## src/rtl/t05_pkg.sv

```systemverilog
// Package shared by the status shift driver slice.
// Contents: the FSM state encoding, frame geometry constants and a helper
// that assembles the 8-bit LED frame from the blink bit and the status code.
package t05_pkg;

  typedef enum logic [2:0] {
    IDLE     = 3'd0,
    LOAD     = 3'd1,
    SHIFT_LO = 3'd2,
    SHIFT_HI = 3'd3,
    LATCH    = 3'd4
  } state_t;

  localparam int FRAME_W    = 8;
  localparam int CODE_W     = 6;
  localparam int MARKER_BIT = 6;
  localparam int BLINK_BIT  = 7;

  // Frame layout: {blink bit, constant 1 marker, code[5:0]}.
  function automatic logic [FRAME_W-1:0] make_frame(input logic              blink_bit,
                                                    input logic [CODE_W-1:0] code);
    logic [FRAME_W-1:0] f;
    f                 = '0;
    f[CODE_W-1:0]     = code;
    f[MARKER_BIT]     = 1'b1;
    f[BLINK_BIT]      = blink_bit;
    return f;
  endfunction

endpackage

```

## src/rtl/t05_status_shift_driver_if.sv

```systemverilog
// Interface bundling the status input side and the 74HC595 output side of
// the status shift driver.
//   status_code : 6-bit code from display control (producer -> driver)
//   blink_en    : enable blinking of frame bit 7
//   refresh     : single-cycle pulse requesting one retransmission
//   sr_data     : serial data, MSB first
//   sr_clk      : shift clock, the external register samples on its rising edge
//   sr_latch    : storage-register latch pulse, active high
//   busy        : high for the whole LOAD..LATCH span of a frame
//
// Protocol: there is no valid/ready pair. status_code and blink_en are level
// inputs sampled every cycle; refresh is a one-cycle strobe that is always
// accepted (it is remembered until the next frame load, so it may arrive at
// any time, busy or not). The driver never waits on the shift register: each
// sr_clk phase and the latch pulse last a fixed CLK_DIV cycles.
interface t05_status_shift_driver_if;
  import t05_pkg::*;

  logic [CODE_W-1:0] status_code;
  logic              blink_en;
  logic              refresh;
  logic              sr_data;
  logic              sr_clk;
  logic              sr_latch;
  logic              busy;

  modport slave (
    input  status_code, blink_en, refresh,
    output sr_data, sr_clk, sr_latch, busy
  );

  modport master (
    output status_code, blink_en, refresh,
    input  sr_data, sr_clk, sr_latch, busy
  );

endinterface

```

## src/rtl/t05_tick_counter.sv

```systemverilog
// Reloadable down-counter used for both bit timing and blink timing.
// Ports:
//   clk, nrst : clock, asynchronous active-low reset
//   reload    : synchronous reload to N-1 (wins over en)
//   en        : count one step; at 0 it wraps back to N-1
//   done      : counter is at 0 (last cycle of an N-cycle period)
// Counting down from N-1 is the same period as counting up 0..N-1; the reset
// value N-1 corresponds to "no cycles elapsed".
module t05_tick_counter #(
  parameter int unsigned N = 4
) (
  input  logic clk,
  input  logic nrst,
  input  logic reload,
  input  logic en,
  output logic done
);

  localparam int          W   = (N > 1) ? $clog2(N) : 1;
  localparam logic [W-1:0] TOP = W'(N - 1);
  localparam logic [W-1:0] ONE = W'(1);

  logic [W-1:0] cnt;

  always_ff @(posedge clk or negedge nrst) begin
    if (!nrst) begin
      cnt <= TOP;
    end else if (reload) begin
      cnt <= TOP;
    end else if (en) begin
      cnt <= (cnt == '0) ? TOP : cnt - ONE;
    end
  end

  assign done = (cnt == '0);

endmodule

```

## src/rtl/t05_status_shift_driver.sv

```systemverilog
// Status shift driver: serializes the 6-bit status code into an 8-bit frame
// and shifts it into an external 74HC595-style register, then pulses latch.
// A frame is sent only after reset, when the code differs from the last one
// sent, on a refresh request, or when the visible blink bit changes.
// Ports:
//   clk       : system clock
//   nrst      : asynchronous active-low reset
//   bus       : slave side of t05_status_shift_driver_if
//   dbg_state : current FSM state, for observation only
module t05_status_shift_driver
  import t05_pkg::*;
#(
  parameter int unsigned CLK_DIV      = 4,
  parameter int unsigned BLINK_CYCLES = 1_000_000
) (
  input  logic                           clk,
  input  logic                           nrst,
  t05_status_shift_driver_if.slave       bus,
  output state_t                         dbg_state
);

  state_t             state;
  logic [FRAME_W-1:0] shreg;
  logic [2:0]         bit_cnt;
  logic [CODE_W-1:0]  code_q;
  logic [CODE_W-1:0]  last_code;
  logic               sent_valid;
  logic               blink_phase;
  logic               blink_pend;
  logic               refresh_pend;

  logic               div_done;
  logic               div_reload;
  logic               blink_done;
  logic               blink_wrap;
  logic               trigger;
  logic [FRAME_W-1:0] frame;

  // The divider is reloaded while in the untimed states and whenever a timed
  // state expires, so every timed state starts with a full CLK_DIV count.
  assign div_reload = (state == IDLE) || (state == LOAD) || div_done;

  t05_tick_counter #(.N(CLK_DIV)) u_div (
    .clk    (clk),
    .nrst   (nrst),
    .reload (div_reload),
    .en     (1'b1),
    .done   (div_done)
  );

  // Blink counter is held at its start value while blinking is disabled.
  t05_tick_counter #(.N(BLINK_CYCLES)) u_blink (
    .clk    (clk),
    .nrst   (nrst),
    .reload (!bus.blink_en),
    .en     (bus.blink_en),
    .done   (blink_done)
  );

  assign blink_wrap = bus.blink_en && blink_done;

  assign trigger = !sent_valid || (bus.status_code != last_code) ||
                   blink_pend || refresh_pend;

  assign frame = make_frame(bus.blink_en & blink_phase, bus.status_code);

  // Pending requests. A new request in the LOAD cycle wins over the clear, so
  // it is not swallowed by the frame that is being captured right now.
  // Disabling blink while the phase is 1 also changes the visible bit 7, so it
  // requests one frame to put the LEDs back to the steady pattern.
  always_ff @(posedge clk or negedge nrst) begin
    if (!nrst) begin
      blink_phase  <= 1'b0;
      blink_pend   <= 1'b0;
      refresh_pend <= 1'b0;
    end else begin
      if (!bus.blink_en)   blink_phase <= 1'b0;
      else if (blink_wrap) blink_phase <= ~blink_phase;

      if (blink_wrap || (!bus.blink_en && blink_phase)) blink_pend <= 1'b1;
      else if (state == LOAD)                          blink_pend <= 1'b0;

      if (bus.refresh)        refresh_pend <= 1'b1;
      else if (state == LOAD) refresh_pend <= 1'b0;
    end
  end

  // Outputs are registered alongside the state, so they always carry the
  // values belonging to the state being entered.
  always_ff @(posedge clk or negedge nrst) begin
    if (!nrst) begin
      state        <= IDLE;
      shreg        <= '0;
      bit_cnt      <= '0;
      code_q       <= '0;
      last_code    <= '0;
      sent_valid   <= 1'b0;
      bus.sr_data  <= 1'b0;
      bus.sr_clk   <= 1'b0;
      bus.sr_latch <= 1'b0;
      bus.busy     <= 1'b0;
    end else begin
      case (state)
        IDLE: begin
          if (trigger) begin
            state    <= LOAD;
            bus.busy <= 1'b1;
          end
        end
        LOAD: begin
          shreg       <= frame;
          code_q      <= bus.status_code;
          bit_cnt     <= '0;
          bus.sr_clk  <= 1'b0;
          bus.sr_data <= frame[FRAME_W-1];
          state       <= SHIFT_LO;
        end
        SHIFT_LO: begin
          if (div_done) begin
            bus.sr_clk <= 1'b1;
            state      <= SHIFT_HI;
          end
        end
        SHIFT_HI: begin
          if (div_done) begin
            bus.sr_clk <= 1'b0;
            if (bit_cnt == 3'd7) begin
              bus.sr_data  <= 1'b0;
              bus.sr_latch <= 1'b1;
              state        <= LATCH;
            end else begin
              shreg       <= shreg << 1;
              bit_cnt     <= bit_cnt + 3'd1;
              bus.sr_data <= shreg[FRAME_W-2];
              state       <= SHIFT_LO;
            end
          end
        end
        LATCH: begin
          if (div_done) begin
            bus.sr_latch <= 1'b0;
            bus.busy     <= 1'b0;
            last_code    <= code_q;
            sent_valid   <= 1'b1;
            state        <= IDLE;
          end
        end
        default: state <= IDLE;
      endcase
    end
  end

  assign dbg_state = state;

endmodule

```

## src/flat_wrapper.sv

```systemverilog
// flat-port wrapper written by rule: the top's interface ports become plain ports
module t05_status_shift_driver_flat import t05_pkg::*;
#(
  parameter int unsigned CLK_DIV      = 4,
  parameter int unsigned BLINK_CYCLES = 1_000_000
)
  (clk, nrst, dbg_state, bus_status_code, bus_blink_en, bus_refresh, bus_sr_data, bus_sr_clk, bus_sr_latch, bus_busy);
  t05_status_shift_driver_if bus_i ();
  input  logic clk;
  input  logic nrst;
  output state_t dbg_state;
  input wire logic [$bits(bus_i.status_code)-1:0] bus_status_code;
  input wire logic [$bits(bus_i.blink_en)-1:0] bus_blink_en;
  input wire logic [$bits(bus_i.refresh)-1:0] bus_refresh;
  output wire logic [$bits(bus_i.sr_data)-1:0] bus_sr_data;
  output wire logic [$bits(bus_i.sr_clk)-1:0] bus_sr_clk;
  output wire logic [$bits(bus_i.sr_latch)-1:0] bus_sr_latch;
  output wire logic [$bits(bus_i.busy)-1:0] bus_busy;
  assign bus_i.status_code = bus_status_code;
  assign bus_i.blink_en = bus_blink_en;
  assign bus_i.refresh = bus_refresh;
  assign bus_sr_data = bus_i.sr_data;
  assign bus_sr_clk = bus_i.sr_clk;
  assign bus_sr_latch = bus_i.sr_latch;
  assign bus_busy = bus_i.busy;
  t05_status_shift_driver #(.CLK_DIV(CLK_DIV), .BLINK_CYCLES(BLINK_CYCLES)) u_core (.clk(clk), .nrst(nrst), .bus(bus_i), .dbg_state(dbg_state));
endmodule
```

## config.mk

```make
export PLATFORM = sky130hd
export DESIGN_NAME = t05_status_shift_driver_flat
export DESIGN_NICKNAME = d
export VERILOG_FILES = /design/src/rtl/t05_pkg.sv /design/src/rtl/t05_status_shift_driver_if.sv /design/src/rtl/t05_tick_counter.sv /design/src/rtl/t05_status_shift_driver.sv /design/src/flat_wrapper.sv
export SDC_FILE = /design/constraint.sdc
export NUM_CORES = 1
export LEC_CHECK = 0
export CAP_MARGIN = 20
export CELL_PAD_IN_SITES_DETAIL_PLACEMENT = 0
export CELL_PAD_IN_SITES_GLOBAL_PLACEMENT = 2
export CORE_MARGIN = 2
export CORE_UTILIZATION = 42
export DETAILED_ROUTE_END_ITERATION = 8
export GPL_TIMING_DRIVEN = 0
export PLACE_DENSITY_LB_ADDON = 0.3
export SETUP_SLACK_MARGIN = 0.15
export SKIP_LAST_GASP = 1
export SYNTH_ARGS = -nofsm -noshare
export SYNTH_HDL_FRONTEND = slang
export SYNTH_HIERARCHICAL = 1
export SYNTH_SLANG_ARGS = --single-unit
```

## constraint.sdc

```tcl
create_clock -name clk -period 5.5 [get_ports clk]
set_input_delay 0.825 -clock clk [delete_from_list [all_inputs] [get_ports clk]]
set_output_delay 0.825 -clock clk [all_outputs]
set_load 0.02 [all_outputs]
```

==> flow_summary.yaml <==
floorplan:
  ios: 17
  die_x_um: 86.4
  die_area_um2: 7460
  die_y_um: 86.4
  initial_core_util: 0.426
  rows: 30
  core_um2: 6680
worst_setup_path:
  startpoint_type: "primary input"
  critPathLaunch: "bus_blink_en"
  critPathMaxFanout: 10
  critPathCaptureType: "register"
  rr_worst_depth: 8
  rrSetupSlack_ns: 3.17
  arrival_ns: 2.90
  reg2reg_from: "u_core/u_blink/cnt[10]"
  critPathKind: "primary input to register"
  r2r_end: "u_core/blink_pend"
  cp.required_ns: 5.73
cts:
  cts_buffer_depth: 2
  clk_latency_ns: 0.30
  cts-resized-gates: 0
  cts_hold_buf: 0
  numCtsBuffers: 5
  tritoncts: "yes"
  path_clk_slew_ns: 0.10
  clock-sinks: 55
  htree_levels: 2
  postCtsSetupBuffers: 0
  cts-root-buf: "clkbuf_8"
synth:
  syn_avg_cell_area_um2: 10.8
  postSynthCellCount: 263
  synth_area_leader_cell: "dfrtp_1"
  yosysSeqAreaShare: 0.489
  synth_cell_types: 57
  synth_flop_cell: "dfrtp_1"
  synth_area_um2: 2850
  netlist_top_cells_area: "dfrtp_1 36%, dfstp_2 13%, mux2_2 8.7%, xor2_1 3.4%, ha_1 2.2%"
  synth_edf_count: 0
  ys_ff_latch: 55
  synth_top_area_frac: 0.360
  ys.warnings.count: 6
  synthArstFlopShare: 1.00
layout:
  fin_util: 0.485
  final_cell_mix: "41 x dfrtp_1, 22 x mux2_2, 15 x clkdlybuf4s50_1, 15 x nor2_1, 14 x dfstp_2"
  n_antenna_cell: 0
  multi_input_area_um2: 1350
  fin_cells: 370
  fillerInstances: 648
  drive_gt1_frac: 0.231
  seq_area_um2: 1390
  post-route-cell-area_um2: 3240
  final_common_cell: "dfrtp_1"
  final_nets: 304
  area_growth_syn_to_layout_pct: 13.8
sta:
  fin_crit_sh: 0.484
  hold_viol: 0
  rsz0062_at_grt: "no"
  slew-limit-headroom: 0.474
  period_needed_ns: 2.66
  drv_slew: 0
  setup_viol: 0
  worstMarginPinSlew_ns: 0.785
  max_freq_mhz: 376
  fin_skew_ns: 0.00897
  setup-tns-final_ns: 0
placed_design:
  io_buffer_count: 16
  place_area_um2: 3130
  placed_cells: 362
  gp_congestion: 0.748
  dp_hpwl_mm: 3.87
routing:
  routed-wl-met2_mm: 2.39
  wl_per_cell_um: 14.7
  wl_mm: 5.43
  top_layer_used: "met4"
  dr.pass1.iters: 4
  num_vias: 1992
  wl_met3_um: 134
  viasPerCell: 5.38
  postRouteAntennaNets: 0
  route.detailed.drc: 0
  first_iter_violations: 72
  wl_met1_mm: 2.86
global_routing:
  antenna_found_initial: 0
  grt_pass1_vias: 1901
  grt_pass1_wl_mm: 9.40
  grt_max_degree: 35
  track_usage: 0.159
  overflow: 0
power:
  p_per_area_nw_per_um2: 392
  p_leak_nw: 1.32
  ir_worst_vdd_v: 0.000225
min_path:
  min_to: "u_core/sent_valid"
  hp-class: "register to register"
  min-delay-start: "u_core/sent_valid"
  whs_path_depth: 1
run_status:
  status: "finished, final reports clean"
run:
  cap_violations: 0
==> sequential cells by signal (all words and copies together) (netlist names), 2 cells and up <==
name / flops
u_core/code_q: 6
u_core/shreg: 7
u_core/u_div/cnt: 2
u_core/last_code: 6
u_core/u_blink/cnt: 20
u_core/dbg_state: 3
u_core/bit_cnt: 3
==> logic make-up (layout without fill, tap and decap cells) <==
logic type / count (synthesis) / after routing / share of synthesized area
fa+ha+maj: 5 / 5 / 0.0220
other cells: 1 / 3 / 0.00132
flops: 55 / 55 / 0.489
mux: 23 / 23 / 0.0905
xor+xnor: 16 / 16 / 0.0492
simple gates: 92 / 92 / 0.191
compound gates: 49 / 49 / 0.117
buf+inv: 22 / 47 / 0.0395
==> metrics by stage <==
step                      worst slack (ns)  hold slack, ns  power (W)
after floorplan                       3.45           0.431   0.000884
after global placement                1.85           0.443    0.00100
after detailed placement              2.53           0.463    0.00102
after CTS                             2.85           0.489    0.00130
after global routing                  2.68           0.518    0.00136
final                                 2.84           0.483    0.00127
==> report_power, final <==
part	switching [W]	internal, W
Sequential	0.0000477	0.000501
Combinational	0.000215	0.000236
Clock	0.000133	0.000138
Total	0.000396	0.000875
==> worst max path at each step <==
stage                              to  slack (ns)  cells past startpoint
2_1_floorplan  u_core/u_blink/cnt[13]        3.45                      6
3_3_place_gp      u_core/last_code[2]        1.85                      1
3_5_place_dp   u_core/u_blink/cnt[12]        2.53                      6
4_1_cts        u_core/u_blink/cnt[12]        2.85                      6
5_1_grt        u_core/u_blink/cnt[12]        2.68                      6
6_report       u_core/u_blink/cnt[12]        2.84                      6
==> per-layer routing <==
metal	track usage	vias up
li1	-	1001
met1	0.240	965
met2	0.238	22
met3	0.0314	4
met4	0.0298	0
met5	0	-
==> critical path: stages <==
cell and delay, ns:
clkdlybuf4s50_1 0.54, inv_1 0.30, or2_1 0.21, nand4_1 0.34, or4_1 0.52, a21oi_1 0.15
==> synthesized netlist by cell type, types with 2 or more instances <==
cell type,number
a21o_1,2
a21oi_1,9
a22o_1,4
a31oi_1,3
buf_2,2
buf_6,3
clkbuf_1,6
dfrtp_1,41
dfstp_2,14
ha_1,5
inv_1,9
mux2_2,22
nand2_1,12
nand2b_1,6
nand3_1,7
nand4_1,4
nor2_1,15
nor2b_1,4
nor3_1,8
nor4_1,4
o21ai_0,10
o21bai_1,3
o22ai_1,2
o31ai_1,6
o41ai_1,2
or2_1,3
or2_2,2
or3_1,4
or3_2,2
or3b_2,2
or4_1,7
xnor2_1,5
xor2_1,11
==> cell type report <==
cell class	instances	area share
flip-flops and latches	55	0.430
clock inverters	2	0.0120
plain buffers	13	0.0243
multi-input cells	188	0.416
inverters	9	0.0104
clock buffers	6	0.0224
repair buffers	17	0.0540
well taps	80	0.0309
(Power assumes the default switching activity.)
